`src/rtl/conv_a2_sequencer_if.sv`:
```
// Control/strobe bundle between the ConvA2 sequencer (master) and the
// convolution unit, its memories and the RISC-V start/done port (slave).
interface conv_a2_sequencer_if #(
    parameter int unsigned ADDRESS_BITS     = 15,
    parameter int unsigned ADDRESS_SIZE_IFM = 10,
    parameter int unsigned ADDRESS_SIZE_OFM = 13
);
    logic                        start;
    logic                        ifm_enable_read;
    logic [ADDRESS_SIZE_IFM-1:0] ifm_address;
    logic                        fifo_enable;
    logic                        conv_enable;
    logic                        wm_enable_read;
    logic                        wm_fifo_enable;
    logic [ADDRESS_BITS-1:0]     wm_address;
    logic                        ofm_enable_write;
    logic [ADDRESS_SIZE_OFM-1:0] ofm_address;
    logic                        busy;
    logic                        done;

    modport master (
        input  start,
        output ifm_enable_read, ifm_address, fifo_enable, conv_enable,
               wm_enable_read, wm_fifo_enable, wm_address,
               ofm_enable_write, ofm_address, busy, done
    );

    modport slave (
        output start,
        input  ifm_enable_read, ifm_address, fifo_enable, conv_enable,
               wm_enable_read, wm_fifo_enable, wm_address,
               ofm_enable_write, ofm_address, busy, done
    );
endinterface

```
`src/rtl/conv_a2_sequencer.sv`:
```
// Layer-pass sequencer for one ConvA2 unit: per filter loads weights, streams
// the IFM, flags valid windows and issues OFM writes aligned to the unit output.
module conv_a2_sequencer #(
    parameter int unsigned IFM_SIZE          = 32,
    parameter int unsigned KERNAL_SIZE       = 5,
    parameter int unsigned NUMBER_OF_FILTERS = 6,
    parameter int unsigned ADDRESS_BITS      = 15,
    parameter int unsigned CONV_LATENCY      = 2,
    parameter int unsigned IFM_SIZE_NEXT     = IFM_SIZE - KERNAL_SIZE + 1,
    parameter int unsigned ADDRESS_SIZE_IFM  = $clog2(IFM_SIZE * IFM_SIZE),
    parameter int unsigned ADDRESS_SIZE_OFM  = $clog2(NUMBER_OF_FILTERS * IFM_SIZE_NEXT * IFM_SIZE_NEXT)
) (
    input  logic                clk,
    input  logic                reset,
    conv_a2_sequencer_if.master bus
);
    localparam int unsigned K2        = KERNAL_SIZE * KERNAL_SIZE;
    localparam int unsigned N2        = IFM_SIZE * IFM_SIZE;
    localparam int unsigned NEXT2     = IFM_SIZE_NEXT * IFM_SIZE_NEXT;
    localparam int unsigned DRAIN_LEN = CONV_LATENCY + 2;
    localparam int unsigned CNT_W     = $clog2(K2 + N2 + DRAIN_LEN);
    localparam int unsigned RC_W      = $clog2(IFM_SIZE + 1);
    localparam int unsigned FLT_W     = $clog2(NUMBER_OF_FILTERS + 1);

    typedef enum logic [2:0] {S_IDLE, S_LOAD_WM, S_STREAM, S_DRAIN, S_NEXT} state_t;

    state_t                      state_q, state_d;
    logic [CNT_W-1:0]            cnt_q, cnt_d;
    logic [RC_W-1:0]             r_q, r_d, c_q, c_d;
    logic [FLT_W-1:0]            filter_q, filter_d;
    logic                        win_c;
    logic [ADDRESS_SIZE_OFM-1:0] ofm_address_q, ofm_address_d;

    logic                        wm_enable_read_q, wm_fifo_enable_q;
    logic [ADDRESS_BITS-1:0]     wm_address_q;
    logic                        ifm_enable_read_q, fifo_enable_q;
    logic [ADDRESS_SIZE_IFM-1:0] ifm_address_q;
    logic                        win_q, conv_enable_q;
    logic [CONV_LATENCY-1:0]     ofm_sr_q;
    logic                        busy_q, done_q;

    // Next-state and counter update
    always_comb begin
        state_d  = state_q;
        cnt_d    = cnt_q;
        r_d      = r_q;
        c_d      = c_q;
        filter_d = filter_q;
        case (state_q)
            S_IDLE: begin
                if (bus.start) begin
                    state_d  = S_LOAD_WM;
                    cnt_d    = '0;
                    filter_d = '0;
                end
            end
            S_LOAD_WM: begin
                if (cnt_q == CNT_W'(K2 - 1)) begin
                    state_d = S_STREAM;
                    cnt_d   = '0;
                    r_d     = '0;
                    c_d     = '0;
                end else begin
                    cnt_d = cnt_q + CNT_W'(1);
                end
            end
            S_STREAM: begin
                if (cnt_q == CNT_W'(N2 - 1)) begin
                    state_d = S_DRAIN;
                    cnt_d   = '0;
                end else begin
                    cnt_d = cnt_q + CNT_W'(1);
                    if (c_q == RC_W'(IFM_SIZE - 1)) begin
                        c_d = '0;
                        r_d = r_q + RC_W'(1);
                    end else begin
                        c_d = c_q + RC_W'(1);
                    end
                end
            end
            S_DRAIN: begin
                if (cnt_q == CNT_W'(DRAIN_LEN - 1)) begin
                    state_d = S_NEXT;
                end else begin
                    cnt_d = cnt_q + CNT_W'(1);
                end
            end
            S_NEXT: begin
                if (filter_q == FLT_W'(NUMBER_OF_FILTERS - 1)) begin
                    state_d = S_IDLE;
                end else begin
                    state_d  = S_LOAD_WM;
                    cnt_d    = '0;
                    filter_d = filter_q + FLT_W'(1);
                end
            end
            default: state_d = S_IDLE;
        endcase
    end

    // Pixel being read this cycle completes a full KxK window
    always_comb begin
        win_c = (state_q == S_STREAM) &&
                (r_q >= RC_W'(KERNAL_SIZE - 1)) && (c_q >= RC_W'(KERNAL_SIZE - 1));
    end

    // OFM address: reload to the filter base on LOAD_WM entry, step after each write
    always_comb begin
        ofm_address_d = ofm_address_q;
        if ((state_q != S_LOAD_WM) && (state_d == S_LOAD_WM)) begin
            ofm_address_d = ADDRESS_SIZE_OFM'(filter_d) * ADDRESS_SIZE_OFM'(NEXT2);
        end else if (ofm_sr_q[CONV_LATENCY-1]) begin
            ofm_address_d = ofm_address_q + ADDRESS_SIZE_OFM'(1);
        end
    end

    always_ff @(posedge clk or negedge reset) begin
        if (!reset) begin
            state_q           <= S_IDLE;
            cnt_q             <= '0;
            r_q               <= '0;
            c_q               <= '0;
            filter_q          <= '0;
            ofm_address_q     <= '0;
            wm_enable_read_q  <= 1'b0;
            wm_fifo_enable_q  <= 1'b0;
            wm_address_q      <= '0;
            ifm_enable_read_q <= 1'b0;
            fifo_enable_q     <= 1'b0;
            ifm_address_q     <= '0;
            win_q             <= 1'b0;
            conv_enable_q     <= 1'b0;
            ofm_sr_q          <= '0;
            busy_q            <= 1'b0;
            done_q            <= 1'b0;
        end else begin
            state_q           <= state_d;
            cnt_q             <= cnt_d;
            r_q               <= r_d;
            c_q               <= c_d;
            filter_q          <= filter_d;
            ofm_address_q     <= ofm_address_d;
            wm_enable_read_q  <= (state_d == S_LOAD_WM);
            if (state_d == S_LOAD_WM) begin
                wm_address_q <= ADDRESS_BITS'(filter_d) * ADDRESS_BITS'(K2) + ADDRESS_BITS'(cnt_d);
            end
            ifm_enable_read_q <= (state_d == S_STREAM);
            if (state_d == S_STREAM) begin
                ifm_address_q <= ADDRESS_SIZE_IFM'(cnt_d);
            end
            wm_fifo_enable_q  <= wm_enable_read_q;
            fifo_enable_q     <= ifm_enable_read_q;
            win_q             <= win_c;
            conv_enable_q     <= win_q;
            ofm_sr_q[0]       <= conv_enable_q;
            for (int unsigned i = 1; i < CONV_LATENCY; i++) begin
                ofm_sr_q[i] <= ofm_sr_q[i-1];
            end
            busy_q            <= (state_d != S_IDLE);
            done_q            <= (state_d == S_NEXT) && (filter_d == FLT_W'(NUMBER_OF_FILTERS - 1));
        end
    end

    assign bus.wm_enable_read   = wm_enable_read_q;
    assign bus.wm_fifo_enable   = wm_fifo_enable_q;
    assign bus.wm_address       = wm_address_q;
    assign bus.ifm_enable_read  = ifm_enable_read_q;
    assign bus.fifo_enable      = fifo_enable_q;
    assign bus.ifm_address      = ifm_address_q;
    assign bus.conv_enable      = conv_enable_q;
    assign bus.ofm_enable_write = ofm_sr_q[CONV_LATENCY-1];
    assign bus.ofm_address      = ofm_address_q;
    assign bus.busy             = busy_q;
    assign bus.done             = done_q;
endmodule

```
`src/flat_wrapper.sv`:
```
// flat-port wrapper written by rule: the top's interface ports become plain ports
module conv_a2_sequencer_flat 
#(
    parameter int unsigned IFM_SIZE          = 32,
    parameter int unsigned KERNAL_SIZE       = 5,
    parameter int unsigned NUMBER_OF_FILTERS = 6,
    parameter int unsigned ADDRESS_BITS      = 15,
    parameter int unsigned CONV_LATENCY      = 2,
    parameter int unsigned IFM_SIZE_NEXT     = IFM_SIZE - KERNAL_SIZE + 1,
    parameter int unsigned ADDRESS_SIZE_IFM  = $clog2(IFM_SIZE * IFM_SIZE),
    parameter int unsigned ADDRESS_SIZE_OFM  = $clog2(NUMBER_OF_FILTERS * IFM_SIZE_NEXT * IFM_SIZE_NEXT)
)
  (clk, reset, bus_start, bus_ifm_enable_read, bus_ifm_address, bus_fifo_enable, bus_conv_enable, bus_wm_enable_read, bus_wm_fifo_enable, bus_wm_address, bus_ofm_enable_write, bus_ofm_address, bus_busy, bus_done);
  conv_a2_sequencer_if #(.ADDRESS_BITS(ADDRESS_BITS), .ADDRESS_SIZE_IFM(ADDRESS_SIZE_IFM), .ADDRESS_SIZE_OFM(ADDRESS_SIZE_OFM)) bus_i ();
  input  logic clk;
  input  logic reset;
  input wire logic [$bits(bus_i.start)-1:0] bus_start;
  output wire logic [$bits(bus_i.ifm_enable_read)-1:0] bus_ifm_enable_read;
  output wire logic [$bits(bus_i.ifm_address)-1:0] bus_ifm_address;
  output wire logic [$bits(bus_i.fifo_enable)-1:0] bus_fifo_enable;
  output wire logic [$bits(bus_i.conv_enable)-1:0] bus_conv_enable;
  output wire logic [$bits(bus_i.wm_enable_read)-1:0] bus_wm_enable_read;
  output wire logic [$bits(bus_i.wm_fifo_enable)-1:0] bus_wm_fifo_enable;
  output wire logic [$bits(bus_i.wm_address)-1:0] bus_wm_address;
  output wire logic [$bits(bus_i.ofm_enable_write)-1:0] bus_ofm_enable_write;
  output wire logic [$bits(bus_i.ofm_address)-1:0] bus_ofm_address;
  output wire logic [$bits(bus_i.busy)-1:0] bus_busy;
  output wire logic [$bits(bus_i.done)-1:0] bus_done;
  assign bus_i.start = bus_start;
  assign bus_ifm_enable_read = bus_i.ifm_enable_read;
  assign bus_ifm_address = bus_i.ifm_address;
  assign bus_fifo_enable = bus_i.fifo_enable;
  assign bus_conv_enable = bus_i.conv_enable;
  assign bus_wm_enable_read = bus_i.wm_enable_read;
  assign bus_wm_fifo_enable = bus_i.wm_fifo_enable;
  assign bus_wm_address = bus_i.wm_address;
  assign bus_ofm_enable_write = bus_i.ofm_enable_write;
  assign bus_ofm_address = bus_i.ofm_address;
  assign bus_busy = bus_i.busy;
  assign bus_done = bus_i.done;
  conv_a2_sequencer #(.IFM_SIZE(IFM_SIZE), .KERNAL_SIZE(KERNAL_SIZE), .NUMBER_OF_FILTERS(NUMBER_OF_FILTERS), .ADDRESS_BITS(ADDRESS_BITS), .CONV_LATENCY(CONV_LATENCY), .IFM_SIZE_NEXT(IFM_SIZE_NEXT), .ADDRESS_SIZE_IFM(ADDRESS_SIZE_IFM), .ADDRESS_SIZE_OFM(ADDRESS_SIZE_OFM)) u_core (.clk(clk), .reset(reset), .bus(bus_i));
endmodule
```
`config.mk`:
```
export PLATFORM = sky130hd
export DESIGN_NAME = conv_a2_sequencer_flat
export DESIGN_NICKNAME = d
export VERILOG_FILES = /design/src/rtl/conv_a2_sequencer_if.sv /design/src/rtl/conv_a2_sequencer.sv /design/src/flat_wrapper.sv
export SDC_FILE = /design/constraint.sdc
export NUM_CORES = 1
export LEC_CHECK = 0
export CAP_MARGIN = 20
export CORE_MARGIN = 3
export CORE_UTILIZATION = 56
export DETAILED_ROUTE_END_ITERATION = 16
export PLACE_DENSITY = 0.88
export SLEW_MARGIN = 20
export SYNTH_ARGS = -nofsm -noshare
export SYNTH_HDL_FRONTEND = slang
export SYNTH_SLANG_ARGS = --single-unit
```
`constraint.sdc`:
```
create_clock -name clk -period 5.88 [get_ports clk]
set_input_delay 1.176 -clock clk [delete_from_list [all_inputs] [get_ports clk]]
set_output_delay 1.176 -clock clk [all_outputs]
set_load 0.005 [all_outputs]
```
==> out/results.txt, run 1 <==
post-CTS setup repair buffer count -> 0
largest net degree at the start of global routing -> 75
actual transition at the worst max-transition pin -> 1.106 ns
global-route wire length before repair -> 16080 um
post-detailed-route via-to-cell ratio -> 5.799
die outline height -> 92.98 um
EDFF count, synth -> 0
final-report max-slew violation count -> 0
initial standard-cell utilization of the core -> 0.5810
worst-skew pair later-pin latency -> 0.35 ns
detailed-routing iteration count for the pre-antenna-repair pass -> 5
Post-Synthesis Cell Area -> 0.004237 mm2
post-detailed-routing wire length -> 9526 um
Tot GR Track Use -> 0.2360
post-synthesis register bit count -> 74
share of the yosys chip area belonging to registers -> 0.4371
power per cell area -> 190.0 mW/mm2
share of power burned in the clock network -> 0.440
# Max-Cap Violations -> 0
total length of routed met2 wires -> 4695 um
buffer levels on the longest clock path -> 2
VDD IR-drop max -> 102.6 uV
FP Rows -> 31
M1 wire length -> 4245 um
status -> finished clean
detailed route wirelength on metal3 -> 439 um
Die ar. -> 0.008645 mm2
Internal -> 0.0007281 W
headroom to the max-slew limit -> 0.2557
critical path data required time -> 6.12 ns
Yosys warning total -> 0
Post-CTS Resized -> 0
count of input and output buffers -> 45
type of the worst setup path -> register to register
count of different cell masters after synthesis -> 65
shortest clock period the worst path allows after layout -> 4.628 ns
maximum fanout along the worst path -> 9
fraction of the cycle the final worst path needs -> 0.7871
# setup viols final -> 0
sort of element at the start of the critical path -> register
final critical-path setup slack -> 1.252 ns
synth top area cells -> dfrtp_1 44%, ha_1 8.3%, o21ai_0 5.3%
setup repair after global routing missed its margin -> no
Worst EP arrival -> 4.87 ns
switch share -> 0.2152
sink count of the clock tree -> 74
area added between synthesis and finish -> 15.27%
hold violation total from the final report -> 0
class of the tightest hold or removal check -> register to register
utilization of the core after routing -> 0.6697
aggregate negative setup slack -> 0 ns
vias post-DR -> 3404
CTS root buf -> clkbuf_8
net count reported at finish -> 516
leakage power figure -> 2.200 nW
number of CTS-inserted buffers -> 9
post-detailed-route wirelength per cell -> 16.23 um
Std-Cell Core Area -> 0.007292 mm2
remaining antenna violation count -> 0
CTS clk-pin slew, worst paths -> 0.07 ns
Synth top area share -> 0.4371
top cell type by total area after synthesis -> dfrtp_1
Synth Flop Type -> dfrtp_1
sequential share of power -> 0.548
Gate Count Post-Synth -> 441
Max Freq -> 216.1 MHz
number of violations reported at the end of detailed-routing iteration 0 -> 172
cts hold-fix bufs -> 0
worst-case setup slack after placement -> 0.9297 ns
Post-Route Skew -> 0.009918 ns
vias in the first global route -> 3373
Post-Syn Area per Cell -> 9.607 um2
Horiz. Die Dim -> 92.98 um
async set or reset register ratio after synthesis -> 1.000
top layer used by detailed routing -> met4
htree depth -> 3
combinational share of power -> 0.012
TritonCTS clock tree -> yes
antenna violations before repair -> 0
final weighted congestion in routability-driven placement -> 0.9064
P_sw -> 0.0001996 W
DRC Markers -> 0
half-perimeter wire length after placement -> 6891 um
share of final-layout standard cells stronger than drive strength 1 -> 0.08811
antenna diode count -> 0
total congestion overflow -> 0
number of placed I/O pins -> 49
Critical Path End Type -> register
-- state kept, by name (all words and copies together) (netlist names), 2 cells and up --
name,flops
u_core.bus.ofm_address,13
u_core.bus.wm_address,12
u_core.cnt_q,11
u_core.bus.ifm_address,10
u_core.c_q,6
u_core.r_q,6
u_core.filter_q,3
u_core.state_q,3
u_core.ofm_sr_q,2
-- cells in the mapped netlist (all sizes together), types with 2 or more instances --
master	n
dfrtp	74
nand2	58
o21ai	45
nor2	30
ha	28
inv	22
a21oi	20
nand3	13
xor2	11
and3	10
clkbuf	10
nor3	10
xnor2	10
a31oi	8
buf	8
nand4	8
o31ai	6
or3	6
nand2b	5
nor4	5
or2	5
a21o	4
and2	3
nand3b	3
o22ai	3
o41ai	3
or4	3
a211oi	2
a22o	2
a22oi	2
fa	2
mux2i	2
o22a	2
or3b	2
-- cell usage in the layout (no fill, tap or decap), types with 4 or more instances in the layout --
cell type,synthesis,final
and3_1,8,8
o21ai_0,45,44
ha_1,28,28
a21o_1,4,4
o31ai_1,5,5
nor4_1,5,5
or2_2,5,5
nor3_1,10,10
inv_1,21,21
a31oi_1,8,8
dfrtp_1,74,74
clkdlybuf4s50_1,0,44
nand2b_1,5,5
nand4_1,7,7
nor2_1,29,29
xor2_1,11,11
clkbuf_8,4,11
nand2_1,58,58
a21oi_1,20,20
nand3_1,13,13
xnor2_1,10,10
-- final cells by class --
class / count / area, um2
fill: 610 / 2409
multi-input combinational: 329 / 2157
sequential: 74 / 1852
timing repair buffer: 47 / 462.9
clock buffer: 12 / 155.1
tap: 99 / 123.9
inverter: 22 / 82.58
clock inverter: 4 / 50.05
-- through the flow --
stage | area, um2 | hold slack [ns] | power (W) | std cells
after CTS | 4883 | 0.3534 | 0.0009374 | 587
after detailed placement | 4678 | 0.3410 | 0.0005305 | 571
after global placement | 4678 | 0.3354 | 0.0005304 | 571
after global routing | 4883 | 0.3552 | 0.0009635 | 587
after floorplan | 4244 | 0.3312 | 0.0005206 | 443
final | 4883 | 0.3521 | 0.0009278 | 587
-- per-layer routing --
layer / track usage / vias up
li1: - / 1629
met1: 0.3088 / 1658
met2: 0.3875 / 100
met3: 0.05712 / 17
met4: 0.07692 / 0
met5: 0 / -
-- kinds of logic after synthesis --
kind of cell | synth area share
and+or+nand+nor | 0.2044
AOI/OAI and AO/OA | 0.1592
DFF | 0.4371
buffers and inverters | 0.05552
adders and majority gates | 0.09215
xor gates and xnor gates | 0.04341
muxes | 0.007383
other | 0.0008852
-- worst max-delay path, cell delays in order (launching register included) --
cell and delay, ns:
dfrtp_1 0.49, ha_1 0.32, or3b_2 0.51, o311a_4 0.36, a211oi_4 0.45, o21ai_0 0.18, a21o_1 0.22, ha_1 0.27
ha_1 0.34, nor2b_1 0.16, o31ai_1 0.37, a21oi_1 0.14, or2_2 0.31, and3_1 0.21, a22o_1 0.20
-- power groups by stage --
stage                     registers [W]  clock network, W    logic, W
after CTS                      0.000508          0.000417   0.0000122
after global routing           0.000508          0.000442   0.0000136
after detailed placement       0.000519                 0   0.0000120
after global placement         0.000519                 0   0.0000119
after floorplan                0.000519                 0  0.00000187
final                          0.000508          0.000408   0.0000113
-- final timing paths --
check | end | startpoint | depth (start not counted) | slack, ns
min in group asynchronous | u_core.bus.ofm_address[4]$_DFFE_PN0P_ | reset | 1 | 0.96
worst max-delay path | u_core.bus.wm_address[11]$_DFFE_PN0P_ | u_core.cnt_q[0]$_DFF_PN0_ | 14 | 1.25
worst max register to register | u_core.bus.wm_address[11]$_DFFE_PN0P_ | u_core.cnt_q[0]$_DFF_PN0_ | 14 | 1.25
max in group asynchronous | u_core.bus.ifm_address[4]$_DFFE_PN0P_ | reset | 1 | 4.33
worst min register to register | u_core.bus.conv_enable$_DFF_PN0_ | u_core.win_q$_DFF_PN0_ | 0 | 0.35
worst min-delay path | u_core.bus.conv_enable$_DFF_PN0_ | u_core.win_q$_DFF_PN0_ | 0 | 0.35
Note: power is estimated with default switching activity, not from simulation.
==> run 2, diff against run 1 <==
--- a/config.mk
+++ b/config.mk
@@ -7,9 +7,9 @@
 export LEC_CHECK = 0
 export CAP_MARGIN = 20
 export CORE_MARGIN = 3
-export CORE_UTILIZATION = 56
+export CORE_UTILIZATION = 51
 export DETAILED_ROUTE_END_ITERATION = 16
-export PLACE_DENSITY = 0.88
+export PLACE_DENSITY = 0.85
 export SLEW_MARGIN = 20
 export SYNTH_ARGS = -nofsm -noshare
 export SYNTH_HDL_FRONTEND = slang
==> constraint.sdc (replaced) <==
create_clock -name clk -period 4.2 [get_ports clk]
set_input_delay 0.84 -clock clk [delete_from_list [all_inputs] [get_ports clk]]
set_output_delay 0.84 -clock clk [all_outputs]
set_load 0.005 [all_outputs]
==> run 2 against run 1 <==
Final cell count rose by 4.9%. Flip-flop and latch count did not move. Die area rose by 9.1%. First-iteration DRC count rose by 35%. Routed wire length rose by 5.6%. Worst setup slack got worse by 1.1 ns. Critical path depth did not move. Total power rose by 37%. Utilization fell by 1.8 points. Final area rose by 5.3%. Largest power group unchanged.
==> out/results.txt, run 2 (synthesis gave the netlist of run 1 again) <==
sort of element at the start of the critical path -> register (unchanged)
global-route wire length before repair -> 16480 um (was 16080 um)
CTS clk-pin slew, worst paths -> 0.07 ns (about the same)
# fillers -> 605 (was 610)
sink count of the clock tree -> 74 (unchanged)
headroom to the max-slew limit -> 0.4038 (was 0.2557)
DRC Markers -> 0 (unchanged)
fraction of the cycle the final worst path needs -> 0.9645 (was 0.7871)
antenna diode count -> 0 (unchanged)
half-perimeter wire length after placement -> 7280 um (was 6891 um)
FP Rows -> 32 (was 31)
Horiz. Die Dim -> 97.14 um (was 92.98 um)
cts hold-fix bufs -> 0 (unchanged)
leakage power figure -> 2.321 nW (was 2.200 nW)
critical hold path startpoint -> u_core.ofm_sr_q[0]$_DFF_PN0_ (was u_core.win_q$_DFF_PN0_)
count of input and output buffers -> 45 (unchanged)
Tot GR Track Use -> 0.2125 (was 0.2360)
# setup viols final -> 0 (unchanged)
remaining antenna violation count -> 0 (unchanged)
R2R Path Start -> u_core.cnt_q[8]$_DFF_PN0_ (was u_core.cnt_q[0]$_DFF_PN0_)
most frequent standard cell in the layout excluding fill and tap cells -> dfrtp_1 (unchanged)
worst setup path startpoint -> u_core.cnt_q[8]$_DFF_PN0_ (was u_core.cnt_q[0]$_DFF_PN0_)
actual transition at the worst max-transition pin -> 0.8943 ns (was 1.106 ns)
status -> finished clean (unchanged)
vias post-DR -> 3507 (was 3404)
class of the tightest hold or removal check -> register to register (unchanged)
antenna violations before repair -> 0 (unchanged)
die outline height -> 97.14 um (was 92.98 um)
worst-skew pair later-pin latency -> 0.36 ns (was 0.35 ns)
number of violations reported at the end of detailed-routing iteration 0 -> 232 (was 172)
hold slack final -> 0.3608 ns (was 0.3521 ns)
post-detailed-route wirelength per cell -> 16.34 um (was 16.23 um)
vias in the first global route -> 3446 (was 3373)
Area after DPL -> 0.004855 mm2 (was 0.004678 mm2)
Worst EP arrival -> 4.31 ns (was 4.87 ns)
VDD IR-drop max -> 200.0 uV (was 102.6 uV)
Critical Path End Type -> register (unchanged)
largest net degree at the start of global routing -> 75 (unchanged)
total congestion overflow -> 0 (unchanged)
CTS root buf -> clkbuf_8 (unchanged)
Post-Route Skew -> 0.01238 ns (was 0.009918 ns)
share of final-layout standard cells stronger than drive strength 1 -> 0.1537 (was 0.08811)
hold violation total from the final report -> 0 (unchanged)
Die ar. -> 0.009436 mm2 (was 0.008645 mm2)
initial standard-cell utilization of the core -> 0.5371 (was 0.5810)
post-route cell area -> 0.005142 mm2 (was 0.004883 mm2)
shortest clock period the worst path allows after layout -> 4.051 ns (was 4.628 ns)
Max Freq -> 246.9 MHz (was 216.1 MHz)
detailed-routing iteration count for the pre-antenna-repair pass -> 5 (unchanged)
number of placed I/O pins -> 49 (unchanged)
Std-Cell Core Area -> 0.007888 mm2 (was 0.007292 mm2)
maximum fanout along the worst path -> 4 (was 9)
number of CTS-inserted buffers -> 9 (unchanged)
area added between synthesis and finish -> 21.38% (was 15.27%)
number of flip-flops under the largest register name -> 13 (unchanged)
type of the worst setup path -> register to register (unchanged)
final weighted congestion in routability-driven placement -> 0.9382 (was 0.9064)
net count reported at finish -> 543 (was 516)
most used cells in the layout excluding fill and tap cells -> 73 x dfrtp_1, 57 x nand2_1, 44 x clkdlybuf4s50_1 (was 74 x dfrtp_1, 58 x nand2_1, 44 x o21ai_0, 44 x clkdlybuf4s50_1, 29 x nor2_1)
post-detailed-route via-to-cell ratio -> 5.693 (was 5.799)
htree depth -> 3 (unchanged)
# Max-Cap Violations -> 0 (unchanged)
critical path data required time -> 4.46 ns (was 6.12 ns)
final-report max-slew violation count -> 0 (unchanged)
post-detailed-routing wire length -> 10060 um (was 9526 um)
power per cell area -> 247.7 mW/mm2 (was 190.0 mW/mm2)
buffer levels on the longest clock path -> 2 (unchanged)
TritonCTS clock tree -> yes (unchanged)
==> run 2: cell types whose count changed in the layout (fill, tap and decap cells not counted), moves of 2 or more <==
cell and change:
o21ai_0 -2, buf_4 +26, ha_1 -2, nor4_2 +2, nor4_1 -2, o21ai_1 +2, ha_4 +2
==> run 2: layout make-up <==
class | count | area [um2] | area share
inverters | 22 | 82.58 | 0.01606
well taps | 102 | 127.6 | 0.02482
repair buffers | 74 | 669.4 | 0.1302
clock inverters | 5 | 55.05 | 0.01071
flip-flops and latches | 74 | 1853 | 0.3603
clock buffers | 10 | 137.6 | 0.02676
multi-input cells | 329 | 2217 | 0.4311
==> run 2: timing repair <==
item,CTS,global route
gates resized for setup,1,12
setup endpoints to repair,2,4
setup buffers,0,4
endpoints found under the hold margin,0,0
pin swaps,0,7
==> run 2: critical path, stage by stage, from the launching register on <==
cell and delay, ns:
dfrtp_1 0.38, or4_4 0.59, o311a_4 0.44, a211oi_4 0.28, nand2_1 0.12, o31ai_1 0.10
a31oi_2 0.16, fa_1 0.47, ha_1 0.34, o21a_1 0.14, o31ai_2 0.08, a21oi_1 0.13
or2_2 0.30, and3_1 0.21, o31ai_2 0.23
==> run 2: routing by layer <==
layer | wire [um] | up-vias | track usage
li1 | - | 1690 | -
met1 | 4536 | 1700 | 0.2863
met2 | 4876 | 97 | 0.3376
met3 | 456 | 20 | 0.04235
met4 | 194 | 0 | 0.08423
met5 | 0 | - | 0
==> run 2: worst paths after layout <==
path,end,slack (ns),depth (start not counted)
max in group asynchronous,u_core.cnt_q[6]$_DFF_PN0_,2.97,1
worst min register to register,u_core.ofm_sr_q[1]$_DFF_PN0_,0.36,0
min in group asynchronous,u_core.bus.ifm_enable_read$_DFF_PN0_,0.60,1
worst max register to register,u_core.bus.wm_address[9]$_DFFE_PN0P_,0.15,14
worst max-delay path,u_core.bus.wm_address[9]$_DFFE_PN0P_,0.15,14
worst min-delay path,u_core.ofm_sr_q[1]$_DFF_PN0_,0.36,0
==> run 2: report_power, final <==
group	total [W]	internal, W	switching [W]
clock network	0.000546	0.000285	0.000261
logic	0.0000155	0.00000139	0.0000141
registers	0.000712	0.000712	0
==> run 2: per-stage QoR <==
step | cells | total power (W) | setup TNS [ns] | setup slack [ns] | util
after floorplan | 443 | 0.0007288 | 0 | 0.1298 | -
after global placement | 597 | 0.0007423 | 0 | 0.06015 | 0.6155
after detailed placement | 597 | 0.0007425 | -0.1536 | -0.07923 | 0.6155
after CTS | 612 | 0.001282 | 0 | 0.03328 | 0.6405
after global routing | 616 | 0.001317 | -0.1136 | -0.07003 | 0.6520
final | 616 | 0.001274 | 0 | 0.1493 | 0.6520
==> run 3, diff against run 2 <==
--- a/config.mk
+++ b/config.mk
@@ -9,7 +9,9 @@
 export CORE_MARGIN = 3
 export CORE_UTILIZATION = 51
 export DETAILED_ROUTE_END_ITERATION = 16
+export GPL_TIMING_DRIVEN = 0
 export PLACE_DENSITY = 0.85
+export SETUP_SLACK_MARGIN = 0.3
 export SLEW_MARGIN = 20
 export SYNTH_ARGS = -nofsm -noshare
 export SYNTH_HDL_FRONTEND = slang
==> run 3 against run 2 <==
Combinational power rose by 32%. Maximum frequency up 1.7%. Sequential share of layout area decreased by 2.1 points. Final cell count rose by 2.8%. Clock power is 27% higher. Hold slack got worse by 0.0056 ns. Die area did not move. Utilization rose by 4.2 points. Clock-buffer cell count is 1 higher. Critical endpoint is now u_core.bus.wm_address[11]$_DFFE_PN0P_. Highest routed layer unchanged.
==> out/results.txt, run 3 (synthesis gave the netlist of run 1 again) <==
buffer levels on the longest clock path -> 2 (unchanged)
Max Freq -> 251.0 MHz (was 246.9 MHz)
final critical-path setup slack -> 0.2165 ns (was 0.1493 ns)
hold slack final -> 0.3552 ns (was 0.3608 ns)
final weighted congestion in routability-driven placement -> 0.8961 (was 0.9382)
instance count along the most critical hold path -> 0 (unchanged)
most frequent standard cell in the layout excluding fill and tap cells -> dfrtp_1 (unchanged)
Die ar. -> 0.009436 mm2 (unchanged)
sort of element at the start of the critical path -> register (unchanged)
largest net degree at the start of global routing -> 39 (was 75)
slowest library cell on the worst path -> o311a_4 (was or4_4)
remaining antenna violation count -> 0 (unchanged)
internal reg-to-reg setup slack -> 0.22 ns (was 0.15 ns)
CTS root buf -> clkbuf_8 (unchanged)
shortest clock period the worst path allows after layout -> 3.984 ns (was 4.051 ns)
R2R Path Start -> u_core.cnt_q[1]$_DFF_PN0_ (was u_core.cnt_q[8]$_DFF_PN0_)
area added between synthesis and finish -> 29.21% (was 21.38%)
DRC Markers -> 0 (unchanged)
Critical Path End Type -> register (unchanged)
vias post-DR -> 3674 (was 3507)
power per cell area -> 260.7 mW/mm2 (was 247.7 mW/mm2)
post-detailed-route wirelength per cell -> 16.72 um (was 16.34 um)
vias in the first global route -> 3617 (was 3446)
CTS clk-pin slew, worst paths -> 0.07 ns (about the same)
utilization of the core after routing -> 0.6940 (was 0.6520)
most used cells in the layout excluding fill and tap cells -> 71 x dfrtp_1, 55 x nand2_1, 44 x clkdlybuf4s50_1 (was 73 x dfrtp_1, 57 x nand2_1, 44 x clkdlybuf4s50_1)
fraction of the cycle the final worst path needs -> 0.9485 (was 0.9645)
cell breakdown of the critical path -> ha_4, or3b_4, o311a_4, nor2_4, nand2_2, a31oi_1, a31oi_1, ha_1, ha_1, o21a_1, o31ai_4, a21oi_2, or2_4, and3_4, a22o_1 (was or4_4, o311a_4, a211oi_4, nand2_1, o31ai_1, a31oi_2, fa_1, ha_1, o21a_1, o31ai_2, a21oi_1, or2_2, and3_1, o31ai_2)
cts hold-fix bufs -> 0 (unchanged)
Worst R2R End -> u_core.bus.wm_address[11]$_DFFE_PN0P_ (was u_core.bus.wm_address[9]$_DFFE_PN0P_)
maximum fanout along the worst path -> 6 (was 4)
antenna diode count -> 0 (unchanged)
# Max-Cap Violations -> 0 (unchanged)
global-route wire length before repair -> 17240 um (was 16480 um)
number of placed I/O pins -> 49 (unchanged)
hold violation total from the final report -> 0 (unchanged)
initial standard-cell utilization of the core -> 0.5371 (unchanged)
VDD IR-drop max -> 261.9 uV (was 200.0 uV)
half-perimeter wire length after placement -> 7056 um (was 7280 um)
class of the tightest hold or removal check -> register to register (unchanged)
status -> finished clean (unchanged)
# setup viols final -> 0 (unchanged)
Std-Cell Core Area -> 0.007888 mm2 (unchanged)
Placed Cells incl. Taps -> 591 (was 597)
Post-Route Skew -> 0.01172 ns (was 0.01238 ns)
critical path data required time -> 4.44 ns (was 4.46 ns)
number of CTS-inserted buffers -> 9 (unchanged)
count of placed standard cells in the final layout, fillers left out -> 633 (was 616)
post-detailed-routing wire length -> 10590 um (was 10060 um)
Tot GR Track Use -> 0.2225 (was 0.2125)
worst-skew pair later-pin latency -> 0.36 ns (about the same)
maximum single-stage delay on the critical path -> 0.43 ns (was 0.59 ns)
number of violations reported at the end of detailed-routing iteration 0 -> 186 (was 232)
sink count of the clock tree -> 74 (unchanged)
FP Rows -> 32 (unchanged)
count of input and output buffers -> 45 (unchanged)
Worst EP arrival -> 4.22 ns (was 4.31 ns)
total congestion overflow -> 0 (unchanged)
critical hold path startpoint -> u_core.ofm_sr_q[0]$_DFF_PN0_ (unchanged)
post-detailed-route via-to-cell ratio -> 5.804 (was 5.693)
net count reported at finish -> 559 (was 543)
leakage power figure -> 2.449 nW (was 2.321 nW)
TritonCTS clock tree -> yes (unchanged)
htree depth -> 3 (unchanged)
number of flip-flops under the largest register name -> 13 (unchanged)
setup repair after global routing missed its margin -> yes
hold endpoint -> u_core.ofm_sr_q[1]$_DFF_PN0_ (unchanged)
detailed-routing iteration count for the pre-antenna-repair pass -> 4 (was 5)
antenna violations before repair -> 0 (unchanged)
actual transition at the worst max-transition pin -> 1.038 ns (was 0.8943 ns)
die outline height -> 97.14 um (unchanged)
headroom to the max-slew limit -> 0.3013 (was 0.4038)
count of cells along the worst register-to-register path -> 15 (was 14)
type of the worst setup path -> register to register (unchanged)
share of final-layout standard cells stronger than drive strength 1 -> 0.2053 (was 0.1537)
Horiz. Die Dim -> 97.14 um (unchanged)
final-report max-slew violation count -> 0 (unchanged)
worst-case setup slack after placement -> -0.3848 ns (was -0.07923 ns)
[run 3: cell types whose count changed in the layout (fill, tap and decap cells not counted), sizes merged]
cell	before	now
clkbuf	10	21
clkinvlp	2	0
bufinv	1	3
buf	30	36
[run 3: where the power goes]
part           switching [W]  internal [W]   total, W
Clock               0.000269      0.000425   0.000695
Combinational      0.0000154    0.00000509  0.0000205
Sequential                 0      0.000712   0.000712
[run 3: worst max-delay path: cells and delay by family (launching register included)]
family	cells	cell delay, ns
flops	1	0.41
fa+ha+maj	3	0.92
simple gates	5	1.15
compound gates	7	1.39
[run 3: cell type report]
type                            count  area [um2]
Fill cell                         569        2414
Multi-Input combinational cell    329        2333
Sequential cell                    74        1856
Timing Repair Buffer               72       670.6
Buffer                             18       152.6
Clock buffer                       11       151.4
Tap cell                          102       127.6
Clock inverter                      5       100.1
Inverter                           22       82.58
[run 3: timing repair]
action | 4_1_cts | 5_1_grt
pin swaps | 11 | 15
setup buffers | 15 | 11
gates resized for setup | 14 | 23
endpoints found under the setup margin | 7 | 5
cloned | 0 | 0
[run 3: stage by stage]
stage	instance area (um2)	setup TNS, ns	total power [W]
after global routing	5474	0	0.001469
after detailed placement	4872	-1.079	0.0007472
after CTS	5293	0	0.001433
final	5474	0	0.001427
after floorplan	4277	0	0.0007288
after global placement	4855	-17.76	0.0007451
[run 3: layer usage]
layer	vias up	part of all wire	GRT usage	routed length, um
li1	1725	-	-	-
met1	1785	0.44	0.2851	4708
met2	123	0.48	0.3615	5046
met3	41	0.040	0.03374	428
met4	0	0.038	0.1210	401
met5	-	0	0	0
[run 3: how the worst max path moves through the flow]
stage                                                  to  slack (ns)                      start
finish              u_core.bus.wm_address[11]$_DFFE_PN0P_        0.22  u_core.cnt_q[1]$_DFF_PN0_
global route        u_core.bus.wm_address[11]$_DFFE_PN0P_        0.06  u_core.cnt_q[1]$_DFF_PN0_
CTS                 u_core.bus.wm_address[11]$_DFFE_PN0P_        0.29  u_core.cnt_q[9]$_DFF_PN0_
detailed placement  u_core.bus.wm_address[11]$_DFFE_PN0P_       -0.38                  bus_start
global placement    u_core.bus.wm_address[11]$_DFFE_PN0P_       -0.35                  bus_start
floorplan           u_core.bus.wm_address[11]$_DFFE_PN0P_        0.33  u_core.cnt_q[2]$_DFF_PN0_
